$ cat src/rtl/wb_dac_pkg.sv
`default_nettype none
// ---------------------------------------------------------------------------
// Module : wb_dac_pkg
// Brief  : Shared FSM state type, framing constants and code packing helper
//          for the DAC sequencer.
// Rev    : 1.0
// ---------------------------------------------------------------------------
package wb_dac_pkg;

    typedef enum logic [2:0] {
        S_IDLE    = 3'd0,
        S_SELECT  = 3'd1,
        S_LOAD    = 3'd2,
        S_START   = 3'd3,
        S_WAIT_HI = 3'd4,
        S_WAIT_LO = 3'd5
    } state_t;

    localparam logic [4:0]  C_D12_PAD = 5'b0_0000;
    localparam int unsigned C_WORD_W  = 16;

    // DAC expects the code MSB-aligned in the 16-bit payload.
    function automatic logic [15:0] pack_code(input logic [15:0] code, input int unsigned dw);
        return code << (C_WORD_W - dw);
    endfunction

endpackage
`default_nettype wire

$ cat src/rtl/wb_dac_sequencer_if.sv
`default_nettype none
// ---------------------------------------------------------------------------
// Module : wb_dac_sequencer_if
// Brief  : Start/busy handshake and payload towards the I2C4BYTES core.
// Rev    : 1.0
// ---------------------------------------------------------------------------
interface wb_dac_sequencer_if;
    logic        i2c_start;
    logic [1:0]  i2c_line;
    logic [15:0] i2c_data12;
    logic [15:0] i2c_data34;
    logic        i2c_busy;

    modport master (output i2c_start, i2c_line, i2c_data12, i2c_data34, input i2c_busy);
    modport slave  (input i2c_start, i2c_line, i2c_data12, i2c_data34, output i2c_busy);
endinterface
`default_nettype wire

$ cat src/rtl/dac_ramp.sv
`default_nettype none
// ---------------------------------------------------------------------------
// Module : dac_ramp
// Brief  : Rate-limited +/-1 LSB stepping of the HV code toward min(target, limit).
// Rev    : 1.0
// ---------------------------------------------------------------------------
module dac_ramp #(
    parameter int DW  = 12,
    parameter int RDW = 24
) (
    input  logic           clk_i,
    input  logic           rst_i,
    input  logic [DW-1:0]  target_i,
    input  logic [DW-1:0]  limit_i,
    input  logic [RDW-1:0] div_i,
    input  logic           hv_en_i,
    output logic [DW-1:0]  hv_current_o,
    output logic           at_target_o
);

    logic [DW-1:0]  w_eff;
    logic           w_tick;
    logic [RDW-1:0] div_q;
    logic [DW-1:0]  cur_q;
    logic           at_q;

    assign w_eff  = (target_i < limit_i) ? target_i : limit_i;
    // >= rather than == so a divider shortened mid-count still wraps promptly.
    assign w_tick = (div_i != '0) && (div_q >= div_i - 1'b1);

    always_ff @(posedge clk_i) begin
        if (rst_i) begin
            div_q <= '0;
            cur_q <= '0;
            at_q  <= 1'b0;
        end else begin
            at_q <= (cur_q == w_eff);
            if (!hv_en_i) begin
                div_q <= '0;
                cur_q <= '0;
            end else if (w_tick) begin
                div_q <= '0;
                if (cur_q < w_eff) begin
                    cur_q <= cur_q + 1'b1;
                end else if (cur_q > w_eff) begin
                    cur_q <= cur_q - 1'b1;
                end
            end else if (div_i != '0) begin
                div_q <= div_q + 1'b1;
            end
        end
    end

    assign hv_current_o = cur_q;
    assign at_target_o  = at_q;

endmodule
`default_nettype wire

$ cat src/rtl/wb_dac_sequencer.sv
`default_nettype none
// ---------------------------------------------------------------------------
// Module : wb_dac_sequencer
// Brief  : Holds per-channel DAC codes, ramps the HV channel and sweeps enabled
//          channels over the I2C core with a timed start/busy handshake.
// Rev    : 1.0
// ---------------------------------------------------------------------------
module wb_dac_sequencer
    import wb_dac_pkg::*;
#(
    parameter int NCH    = 4,
    parameter int DW     = 12,
    parameter int RDW    = 24,
    parameter int TO_CYC = 65535
) (
    input  logic                  clk_i,
    input  logic                  rst_i,
    input  logic [NCH*DW-1:0]     cfg_target_i,
    input  logic [DW-1:0]         cfg_limit_i,
    input  logic [RDW-1:0]        cfg_ramp_div_i,
    input  logic                  cfg_hv_en_i,
    input  logic [NCH-1:0]        cfg_chan_en_i,
    input  logic [NCH*8-1:0]      cfg_dev_addr_i,
    input  logic [NCH*2-1:0]      cfg_line_i,
    input  logic [2:0]            cfg_eeprom_i,
    input  logic [RDW-1:0]        cfg_refresh_i,
    wb_dac_sequencer_if.master    i2c,
    output logic [DW-1:0]         hv_current_o,
    output logic                  hv_at_target_o,
    output logic                  err_timeout_o,
    output logic [15:0]           sweep_count_o
);

    localparam int IW = (NCH > 1) ? $clog2(NCH) : 1;
    localparam int PW = $clog2(NCH + 1);
    localparam int TW = $clog2(TO_CYC + 1);

    state_t         state_q;
    logic [PW-1:0]  ptr_q;
    logic [IW-1:0]  k_q;
    logic [RDW-1:0] refresh_q;
    logic [TW-1:0]  phase_q;
    logic           attempted_q;
    logic           err_q;
    logic           start_q;
    logic [15:0]    sweep_q;
    logic [15:0]    d12_q;
    logic [15:0]    d34_q;
    logic [1:0]     line_q;

    logic [7:0]     w_addr [NCH];
    logic [1:0]     w_line [NCH];
    logic [DW-1:0]  w_tgt  [NCH];
    logic [DW-1:0]  w_hv;
    logic [DW-1:0]  w_code;
    logic           w_at;
    logic           w_found;
    logic           w_timeout;
    logic [IW-1:0]  w_next;
    logic [PW-1:0]  w_ptr_next;

    for (genvar g = 0; g < NCH; g++) begin : g_unpack
        assign w_addr[g] = cfg_dev_addr_i[g*8 +: 8];
        assign w_line[g] = cfg_line_i[g*2 +: 2];
        assign w_tgt[g]  = cfg_target_i[g*DW +: DW];
    end

    dac_ramp #(
        .DW  (DW),
        .RDW (RDW)
    ) u_ramp (
        .clk_i        (clk_i),
        .rst_i        (rst_i),
        .target_i     (w_tgt[0]),
        .limit_i      (cfg_limit_i),
        .div_i        (cfg_ramp_div_i),
        .hv_en_i      (cfg_hv_en_i),
        .hv_current_o (w_hv),
        .at_target_o  (w_at)
    );

    // Lowest enabled channel at or above the sweep pointer.
    always_comb begin
        w_found = 1'b0;
        w_next  = '0;
        for (int i = 0; i < NCH; i++) begin
            if (!w_found && cfg_chan_en_i[i] && (PW'(i) >= ptr_q)) begin
                w_found = 1'b1;
                w_next  = IW'(i);
            end
        end
    end

    assign w_code     = (k_q == '0) ? w_hv : w_tgt[k_q];
    assign w_timeout  = (phase_q == TW'(TO_CYC - 1));
    assign w_ptr_next = PW'(k_q) + PW'(1);

    always_ff @(posedge clk_i) begin
        if (rst_i) begin
            state_q     <= S_IDLE;
            ptr_q       <= '0;
            k_q         <= '0;
            refresh_q   <= '0;
            phase_q     <= '0;
            attempted_q <= 1'b0;
            err_q       <= 1'b0;
            start_q     <= 1'b0;
            sweep_q     <= '0;
            d12_q       <= '0;
            d34_q       <= '0;
            line_q      <= '0;
        end else begin
            start_q <= 1'b0;
            case (state_q)
                S_IDLE: begin
                    if (refresh_q >= cfg_refresh_i) begin
                        refresh_q <= '0;
                        ptr_q     <= '0;
                        state_q   <= S_SELECT;
                    end else begin
                        refresh_q <= refresh_q + 1'b1;
                    end
                end
                S_SELECT: begin
                    if (w_found) begin
                        k_q     <= w_next;
                        state_q <= S_LOAD;
                    end else begin
                        if (attempted_q) begin
                            sweep_q <= sweep_q + 1'b1;
                        end
                        attempted_q <= 1'b0;
                        state_q     <= S_IDLE;
                    end
                end
                S_LOAD: begin
                    line_q      <= w_line[k_q];
                    d12_q       <= {w_addr[k_q], cfg_eeprom_i, C_D12_PAD};
                    d34_q       <= pack_code(16'(w_code), DW);
                    attempted_q <= 1'b1;
                    phase_q     <= '0;
                    state_q     <= S_START;
                end
                S_START: begin
                    if (!i2c.i2c_busy) begin
                        start_q <= 1'b1;
                        phase_q <= '0;
                        state_q <= S_WAIT_HI;
                    end else if (w_timeout) begin
                        err_q   <= 1'b1;
                        ptr_q   <= w_ptr_next;
                        state_q <= S_SELECT;
                    end else begin
                        phase_q <= phase_q + 1'b1;
                    end
                end
                S_WAIT_HI: begin
                    if (i2c.i2c_busy) begin
                        phase_q <= '0;
                        state_q <= S_WAIT_LO;
                    end else if (w_timeout) begin
                        err_q   <= 1'b1;
                        ptr_q   <= w_ptr_next;
                        state_q <= S_SELECT;
                    end else begin
                        phase_q <= phase_q + 1'b1;
                    end
                end
                S_WAIT_LO: begin
                    if (!i2c.i2c_busy) begin
                        ptr_q   <= w_ptr_next;
                        state_q <= S_SELECT;
                    end else if (w_timeout) begin
                        err_q   <= 1'b1;
                        ptr_q   <= w_ptr_next;
                        state_q <= S_SELECT;
                    end else begin
                        phase_q <= phase_q + 1'b1;
                    end
                end
                default: state_q <= S_IDLE;
            endcase
        end
    end

    assign i2c.i2c_start  = start_q;
    assign i2c.i2c_line   = line_q;
    assign i2c.i2c_data12 = d12_q;
    assign i2c.i2c_data34 = d34_q;

    assign hv_current_o   = w_hv;
    assign hv_at_target_o = w_at;
    assign err_timeout_o  = err_q;
    assign sweep_count_o  = sweep_q;

endmodule
`default_nettype wire

$ cat src/flat_wrapper.sv
// flat-port wrapper written by rule: the top's interface ports become plain ports
module wb_dac_sequencer_flat import wb_dac_pkg::*;
#(
    parameter int NCH    = 4,
    parameter int DW     = 12,
    parameter int RDW    = 24,
    parameter int TO_CYC = 65535
)
  (clk_i, rst_i, cfg_target_i, cfg_limit_i, cfg_ramp_div_i, cfg_hv_en_i, cfg_chan_en_i, cfg_dev_addr_i, cfg_line_i, cfg_eeprom_i, cfg_refresh_i, hv_current_o, hv_at_target_o, err_timeout_o, sweep_count_o, i2c_i2c_start, i2c_i2c_line, i2c_i2c_data12, i2c_i2c_data34, i2c_i2c_busy);
  wb_dac_sequencer_if i2c_i ();
  input  logic clk_i;
  input  logic rst_i;
  input  logic [NCH*DW-1:0] cfg_target_i;
  input  logic [DW-1:0] cfg_limit_i;
  input  logic [RDW-1:0] cfg_ramp_div_i;
  input  logic cfg_hv_en_i;
  input  logic [NCH-1:0] cfg_chan_en_i;
  input  logic [NCH*8-1:0] cfg_dev_addr_i;
  input  logic [NCH*2-1:0] cfg_line_i;
  input  logic [2:0] cfg_eeprom_i;
  input  logic [RDW-1:0] cfg_refresh_i;
  output logic [DW-1:0] hv_current_o;
  output logic hv_at_target_o;
  output logic err_timeout_o;
  output logic [15:0] sweep_count_o;
  output wire logic [$bits(i2c_i.i2c_start)-1:0] i2c_i2c_start;
  output wire logic [$bits(i2c_i.i2c_line)-1:0] i2c_i2c_line;
  output wire logic [$bits(i2c_i.i2c_data12)-1:0] i2c_i2c_data12;
  output wire logic [$bits(i2c_i.i2c_data34)-1:0] i2c_i2c_data34;
  input wire logic [$bits(i2c_i.i2c_busy)-1:0] i2c_i2c_busy;
  assign i2c_i2c_start = i2c_i.i2c_start;
  assign i2c_i2c_line = i2c_i.i2c_line;
  assign i2c_i2c_data12 = i2c_i.i2c_data12;
  assign i2c_i2c_data34 = i2c_i.i2c_data34;
  assign i2c_i.i2c_busy = i2c_i2c_busy;
  wb_dac_sequencer #(.NCH(NCH), .DW(DW), .RDW(RDW), .TO_CYC(TO_CYC)) u_core (.clk_i(clk_i), .rst_i(rst_i), .cfg_target_i(cfg_target_i), .cfg_limit_i(cfg_limit_i), .cfg_ramp_div_i(cfg_ramp_div_i), .cfg_hv_en_i(cfg_hv_en_i), .cfg_chan_en_i(cfg_chan_en_i), .cfg_dev_addr_i(cfg_dev_addr_i), .cfg_line_i(cfg_line_i), .cfg_eeprom_i(cfg_eeprom_i), .cfg_refresh_i(cfg_refresh_i), .i2c(i2c_i), .hv_current_o(hv_current_o), .hv_at_target_o(hv_at_target_o), .err_timeout_o(err_timeout_o), .sweep_count_o(sweep_count_o));
endmodule
$ cat config.mk
export PLATFORM = sky130hd
export DESIGN_NAME = wb_dac_sequencer_flat
export DESIGN_NICKNAME = d
export VERILOG_FILES = /design/src/rtl/wb_dac_pkg.sv /design/src/rtl/wb_dac_sequencer_if.sv /design/src/rtl/dac_ramp.sv /design/src/rtl/wb_dac_sequencer.sv /design/src/flat_wrapper.sv
export SDC_FILE = /design/constraint.sdc
export NUM_CORES = 1
export LEC_CHECK = 0
export BUFFER_PORTS_ARGS = -buffer_cell sky130_fd_sc_hd__buf_2
export CELL_PAD_IN_SITES_DETAIL_PLACEMENT = 0
export CELL_PAD_IN_SITES_GLOBAL_PLACEMENT = 1
export CORE_ASPECT_RATIO = 1.5
export CORE_MARGIN = 10
export CORE_UTILIZATION = 43
export CTS_CLUSTER_SIZE = 12
export DETAILED_ROUTE_END_ITERATION = 6
export GPL_TIMING_DRIVEN = 0
export HOLD_SLACK_MARGIN = 0.1
export PLACE_DENSITY = 0.86
export SYNTH_ARGS = -nofsm -noshare
export SYNTH_HDL_FRONTEND = slang
export SYNTH_SLANG_ARGS = --single-unit
$ cat constraint.sdc
create_clock -name clk_i -period 15 [get_ports clk_i]
set_clock_uncertainty 0.1 [all_clocks]
set_input_delay 1.5 -clock clk_i [delete_from_list [all_inputs] [get_ports clk_i]]
set_output_delay 1.5 -clock clk_i [all_outputs]
set_load 0.05 [all_outputs]
# Word-level counts from Yosys, hierarchy flattened

Cells that the tools add are included.

Magnitude comparators: 10
$mul: 0
Shifts and indexed selects: 0
Reduce and logical (&&, ||, !) cells: 30
Bitwise gates (word level): 4
Divide/modulo/power cells: 0
Add/sub/neg operators: 8
Mux-type cells: 46
Equal/unequal tests: 13

Operator list:

| cell                  | number |
|---|---|
| $mux 12               | 6 |
| $mux 16               | 4 |
| $pmux 16 s4           | 1 |
| $add 24x1->24 const B | 2 |
| $ge 24x24->1          | 2 |
| $add 16x1->16 const B | 2 |
| $mux 3                | 10 |
| $bmux 12 s2           | 1 |
| $lt 12x12->1          | 2 |
| $mux 24               | 1 |
| $reduce_bool 24->1    | 1 |
| $sub 24x1->24 const B | 1 |
| $pmux 3 s6            | 1 |
| $bmux 8 s2            | 1 |
| $eq 16x16->1 const B  | 1 |
| $mux 8                | 2 |
| $add 12x1->12 const B | 1 |
| $eq 12x12->1          | 1 |
| $gt 12x12->1          | 1 |
| $pmux 3 s4            | 1 |
| $sub 12x1->12 const B | 1 |
| $mux 1                | 10 |
| $mux 2                | 5 |
| $logic_and 1x1->1     | 8 |
| 23 further kinds      | 45 |

Bits in latches: 0
Logic and storage cells: 126
RAM bits: 0
Bits in registers: 129
Memories: 0
ROM bits: 0

# Depth between registers and ports, before layout

Word-level depth: 17
Gate-level depth with buffers: 23
Mapped depth without buffers: 22

# Modules after synthesis

From an unflattened synthesis, not the netlist that was laid out.

Cell total of the unflattened synthesis: 1,071
Area total of the unflattened synthesis: 8,994.9 µm²

Modules (own cells, without submodules):

| module           | area each (µm²) | times used | cells each |
|---|---|---|---|
| wb_dac_sequencer | 5,306.3         | 1          | 609 |
| dac_ramp         | 3,688.5         | 1          | 462 |

# Worst setup path before layout

OpenSTA, ideal clock, no wires.

Kind: input to register
Start point: in cfg_limit_i[6]
End point: reg u_core.u_ramp.cur_q[11], in the netlist u_core.u_ramp.hv_current_o[11]
Cell stages on the path: 22
Setup time: 0.070 ns
Path slack: 8.155 ns
Arrival time: 6.674 ns
Required time: 14.830 ns
Path through: inv_1 ha_1 a21o_1 a2111oi_0 o21ai_1 a221oi_1 buf_2 mux2i_1 ha_1 a21o_1 o21ai_0 a21oi_1 nor3_1 inv_1 ha_1 a211o_1 a2111oi_4 o21bai_2 a311o_1 xor2_1 or4_1 a21oi_1

Longest elaborated chain between the ends: 5

Ends and longest elaborated chain:

| element                                      | line                           | RTL |
|---|---|---|
| start, declared                              | flat_wrapper.sv:14             | `input logic [DW-1:0] cfg_limit_i;` |
| $lt 12x12->1                                 | dac_ramp.sv:27                 | `assign w_eff = (target_i < limit_i) ? target_i : limit_i;` |
| $mux 12 (*)                                  | dac_ramp.sv:27                 |  |
| $lt 12x12->1 or $gt 12x12->1 (tied branches) | dac_ramp.sv:43, dac_ramp.sv:45 |  |
| $reduce_bool 2->1 (no source line)           | n/a                            |  |
| $reduce_and 2->1 (no source line)            | n/a                            |  |
| end signal, assigned                         | dac_ramp.sv:44                 | `cur_q <= cur_q + 1'b1;` |
| end signal, assigned                         | dac_ramp.sv:46                 | `cur_q <= cur_q - 1'b1;` |
| end, declared                                | dac_ramp.sv:24                 | `logic [DW-1:0] cur_q;` |

Mark *: on every way between the ends. The rest lies on a longest branch, timed or not.
A chain may end at the register's enable or synchronous reset.

# Worst setup path in the final report

Start point: in cfg_target_i[1]
End point: reg u_core.u_ramp.cur_q[11], in the netlist u_core.u_ramp.hv_current_o[11]

Longest elaborated chain between the ends: 5

Ends and longest elaborated chain:

| element                                      | line                           | RTL |
|---|---|---|
| start, declared                              | flat_wrapper.sv:13             | `input logic [NCH*DW-1:0] cfg_target_i;` |
| $lt 12x12->1                                 | dac_ramp.sv:27                 |  |
| $mux 12 (*)                                  | dac_ramp.sv:27                 |  |
| $lt 12x12->1 or $gt 12x12->1 (tied branches) | dac_ramp.sv:43, dac_ramp.sv:45 |  |
| $reduce_bool 2->1 (no source line)           | n/a                            |  |
| $reduce_and 2->1 (no source line)            | n/a                            |  |

Marked as above.

==> tab_implementation.tex <==
\begin{tabular}{lr}
\hline
Metric & Value \\
\hline
\multicolumn{2}{l}{\textbf{Run status}} \\
\quad Status & complete, no violations \\
\multicolumn{2}{l}{\textbf{Floorplan}} \\
\quad Area of the core & 0.0204 mm2 \\
\quad Vertical extent of the die & 197 um \\
\quad Initial standard-cell utilization of the core & 0.439 \\
\quad Die Width & 138 um \\
\quad Number of top-level pins & 224 \\
\quad Number of rows in the core area & 64 \\
\quad Area enclosed by the die boundary & 0.0271 mm2 \\
\multicolumn{2}{l}{\textbf{Setup path}} \\
\quad Slowest cell on the critical path & sky130\_fd\_sc\_hd\_\_a221oi\_1 \\
\quad Crit Path Max Fanout & 10 \\
\quad Data arrival, critical path & 7.88 ns \\
\quad CP dominant cell by count & sky130\_fd\_sc\_hd\_\_ha\_1 \\
\quad Critical path data required time & 15.26 ns \\
\quad Register-to-Register Setup Slack & 10.51 ns \\
\quad Type of element launching the critical path & input port \\
\quad Crit Path Category & in2reg \\
\quad Biggest cell delay along the critical path & 0.64 ns \\
\quad Critical path, cell by cell & buf\_2 -> ha\_1 -> a21o\_1 -> a21o\_1 -> a211oi\_1 -> o21ai\_1 -> a221oi\_1 -> buf\_2 -> mux2i\_1 -> ha\_1 -> and3\_1 -> nand4\_1 -> a21oi\_1 -> nor3\_1 -> inv\_1 -> ha\_1 -> a211o\_1 -> a2111oi\_4 -> o21bai\_2 -> a311o\_1 -> xor2\_1 -> or4\_1 -> a21oi\_1 \\
\quad Worst setup EP type & flip-flop \\
\multicolumn{2}{l}{\textbf{Placement}} \\
\quad Worst setup slack after placement & 6.86 ns \\
\quad Detailed placer's ending HPWL & 22.0 mm \\
\quad Routability congestion estimate & 0.864 \\
\quad Port Buf Inserts & 213 \\
\multicolumn{2}{l}{\textbf{Detailed routing}} \\
\quad Overall routed net length & 26.6 mm \\
\quad Via density & 5.37 \\
\quad Number of antenna-violating nets in the routed design & 0 \\
\quad Post-DR wirelength/cell & 16.8 um \\
\quad Drt pass-1 iters & 4 \\
\quad Initial DRC Count & 371 \\
\quad Residual DRC count & 0 \\
\quad Count of vias placed by the detailed router & 8485 \\
\multicolumn{2}{l}{\textbf{Synth}} \\
\quad Cell type with the highest aggregate area in the netlist & sky130\_fd\_sc\_hd\_\_dfxtp\_1 \\
\quad Number of different library cells in the post-synthesis netlist & 69 \\
\quad Cell area after synthesis & 0.00896 mm2 \\
\quad Synthesis Warnings & 0 \\
\quad Top area cells in the synthesized netlist & sky130\_fd\_sc\_hd\_\_dfxtp\_1 (29\%), sky130\_fd\_sc\_hd\_\_ha\_1 (12\%), sky130\_fd\_sc\_hd\_\_mux4\_2 (5.5\%) \\
\quad Synthesized instance count & 1062 \\
\quad Mean cell area of the mapped netlist & 8.44 um2 \\
\quad Primary FF master, synth & sky130\_fd\_sc\_hd\_\_dfxtp\_1 \\
\quad Number of synthesized flops with an enable pin & 0 \\
\quad Share of synthesized area occupied by flip-flops and latches & 0.288 \\
\quad Proportion of register bits with asynchronous set or reset after synthesis & 0 \\
\quad Seq cells post-synth & 129 \\
\quad Proportion of netlist area held by the largest area contributor & 0.288 \\
\multicolumn{2}{l}{\textbf{Finish}} \\
\quad Signed area change from the synthesized netlist to the final layout & 22.5\% \\
\quad Net count of the finished layout & 1551 \\
\quad Fraction of final layout cells sized beyond drive strength 1 & 0.227 \\
\multicolumn{2}{l}{\textbf{STA}} \\
\quad Ratio of final minimum period to clock period & 0.508 \\
\quad Worst relative slew slack & 0.443 \\
\quad Post-layout minimum cycle time & 7.62 ns \\
\quad Final setup margin & 7.38 ns \\
\quad Final-report setup violation count & 0 \\
\quad Slew Limit Fails & 0 \\
\quad Max frequency & 131 MHz \\
\quad Worst Max-Slew Pin Slew & 0.835 ns \\
\quad Fin. Hold Viols & 0 \\
\quad Total Negative Setup Slacks & 0 ns \\
\quad Unrepaired setup endpoints after global routing & no \\
\multicolumn{2}{l}{\textbf{Global routing}} \\
\quad Global routing usage summed across all routing layers & 0.195 \\
\quad Pin count of the biggest net entering global routing & 17 \\
\quad Number of global-route vias before repair & 8709 \\
\quad Wire length of the first global-routing pass & 43.2 mm \\
\quad Grt ovf & 0 \\
\quad Number of antenna violations at the first check in global routing & 1 \\
\multicolumn{2}{l}{\textbf{Clock tree}} \\
\quad Buffer count from post-CTS setup fixing & 0 \\
\quad Clock latency at the later pin of the worst-skew pair & 0.43 ns \\
\quad Root buffer cell & sky130\_fd\_sc\_hd\_\_clkbuf\_16 \\
\quad Largest buffer count on any clock path & 2 \\
\quad Number of clock buffers inserted by TritonCTS & 17 \\
\quad CTS tree & built \\
\quad Clock-pin slew on the worst setup and hold paths & 0.06 ns \\
\quad Post\_cts resized & 0 \\
\quad H-tree depth & 4 \\
\quad Sink count of the clock tree & 129 \\
\quad Hold bufs inserted after CTS & 0 \\
\multicolumn{2}{l}{\textbf{Power}} \\
\quad Switching power of the nets & 297 uW \\
\quad Leakage Power & 5.00 nW \\
\quad Comb power frac & 0.182 \\
\quad Total design power & 940 uW \\
\quad Sw frac & 0.315 \\
\quad Share of total power in sequential cells & 0.383 \\
\quad Worst voltage drop across the vdd grid & 0.0000763 V \\
\quad Total power per unit cell area & 85.7 mW/mm2 \\
\quad Share of power burned in the clock network & 0.436 \\
\quad Internal power & 644 uW \\
\multicolumn{2}{l}{\textbf{Job}} \\
\quad Max-cap violation count & 0 \\
\multicolumn{2}{l}{\textbf{Worst hold path}} \\
\quad Tightest Hold Check Type & reg2reg \\
\hline
\end{tabular}
==> critical path, delay by kind of cell <==
family	cells	cell delay, ns
buffers and inverters	3	0.86
AOI/OAI and AO/OA	11	2.89
and+or+nand+nor	4	1.24
muxes	1	0.25
xor gates and xnor gates	1	0.16
adders and majority gates	3	0.95
==> layer usage <==
| layer | track usage | part of all wire |
|---|---|---|
| met5 | 0 | 0 |
| met4 | 0.0790 | 0.026 |
| met3 | 0.0425 | 0.054 |
| met2 | 0.346 | 0.52 |
| met1 | 0.218 | 0.40 |
==> worst paths after layout <==
check | endpoint | start | cells past startpoint
setup / recovery | u_core.u_ramp.hv_current_o[11] | cfg_target_i[1] | 23
setup reg to reg | u_core.u_ramp.hv_current_o[11] | u_core.u_ramp.hv_current_o[1] | 14
hold reg to reg | u_core.i2c.i2c_data12[8] | u_core.i2c.i2c_data12[8] | 2
hold / removal | u_core.i2c.i2c_data12[8] | u_core.i2c.i2c_data12[8] | 2
==> state kept, by name, indices dropped and copies added (netlist names) <==
name	flops
u_core.state_q	3
u_core.i2c.i2c_line	2
u_core.phase_q	16
u_core.sweep_count_o	16
u_core.i2c.i2c_data12	11
u_core.refresh_q	24
u_core.ptr_q	3
u_core.u_ramp.div_q	24
u_core.u_ramp.at_target_o	1
u_core.i2c.i2c_data34	12
u_core.i2c.i2c_start	1
u_core.u_ramp.hv_current_o	12
u_core.err_timeout_o	1
u_core.k_q	2
u_core.attempted_q	1
==> cells by family after synthesis <==
group | count (synthesis) | share of synthesized area
other | 1 | 0.000418
XOR/XNOR | 81 | 0.0792
flip-flops | 129 | 0.288
adder cells (fa/ha/maj) | 91 | 0.128
AND/OR/NAND/NOR | 386 | 0.213
buffers and inverters | 106 | 0.0494
multiplexers | 47 | 0.0834
AO/OA/AOI/OAI | 221 | 0.158
==> stage by stage <==
stage          cells   util  area, um2  hold slack (ns)
3_5_place_dp    1547  0.509      10400            0.344
2_1_floorplan   1070      -       8990            0.343
5_1_grt         1580  0.537      11000            0.372
4_1_cts         1579  0.537      11000            0.353
3_3_place_gp    1547  0.509      10400            0.340
6_report        1580  0.537      11000            0.353
==> power groups by stage <==
stage	logic, mW	registers, mW	clock network [mW]
floorplan	0.0969	0.383	0
global placement	0.170	0.367	0
detailed placement	0.172	0.368	0
CTS	0.173	0.360	0.416
global route	0.189	0.361	0.434
finish	0.171	0.360	0.410
==> cell type report <==
| cell class | count | area (um2) |
|---|---|---|
| Inverter | 55 | 206 |
| Antenna cell | 1 | 2.50 |
| Multi-Input combinational cell | 835 | 5970 |
| Tap cell | 264 | 330 |
| Timing Repair Buffer | 213 | 1070 |
| Buffer | 51 | 236 |
| Fill cell | 1947 | 9450 |
| Clock buffer | 17 | 425 |
| Clock inverter | 15 | 158 |
| Sequential cell | 129 | 2580 |
==> cell usage after synthesis (5+ instances only) <==
library cell and count:
sky130_fd_sc_hd__dfxtp_1 129, sky130_fd_sc_hd__nor2_1 98, sky130_fd_sc_hd__nand2_1 96, sky130_fd_sc_hd__ha_1 89, sky130_fd_sc_hd__a21oi_1 77, sky130_fd_sc_hd__inv_1 55
sky130_fd_sc_hd__xor2_1 43, sky130_fd_sc_hd__nand3_1 41, sky130_fd_sc_hd__xnor2_1 38, sky130_fd_sc_hd__o21ai_0 33, sky130_fd_sc_hd__nor3_1 30, sky130_fd_sc_hd__clkbuf_1 28
sky130_fd_sc_hd__a211oi_1 24, sky130_fd_sc_hd__and3_1 24, sky130_fd_sc_hd__mux2i_1 24, sky130_fd_sc_hd__mux4_2 22, sky130_fd_sc_hd__nand4_1 20, sky130_fd_sc_hd__a31oi_1 17
sky130_fd_sc_hd__or3_1 15, sky130_fd_sc_hd__a21o_1 14, sky130_fd_sc_hd__nand2b_1 14, sky130_fd_sc_hd__nor2b_1 11, sky130_fd_sc_hd__a22o_1 10, sky130_fd_sc_hd__buf_2 9
sky130_fd_sc_hd__buf_4 9, sky130_fd_sc_hd__and4_1 8, sky130_fd_sc_hd__nor4_1 7, sky130_fd_sc_hd__o211ai_1 6, sky130_fd_sc_hd__and2_1 5, sky130_fd_sc_hd__buf_1 5
sky130_fd_sc_hd__o21a_1 5, sky130_fd_sc_hd__o31ai_1 5
==> placed cells by master, fill, tap and decap left out, types with 28 or more instances in the layout <==
master,n
sky130_fd_sc_hd__buf_2,222
sky130_fd_sc_hd__dfxtp_1,129
sky130_fd_sc_hd__nor2_1,98
sky130_fd_sc_hd__nand2_1,96
sky130_fd_sc_hd__ha_1,89
sky130_fd_sc_hd__a21oi_1,77
sky130_fd_sc_hd__inv_1,55
sky130_fd_sc_hd__xor2_1,43
sky130_fd_sc_hd__nand3_1,41
sky130_fd_sc_hd__xnor2_1,38
sky130_fd_sc_hd__o21ai_0,33
sky130_fd_sc_hd__nor3_1,30
sky130_fd_sc_hd__clkbuf_1,28
No activity file was read; power rests on OpenSTA's default activity.
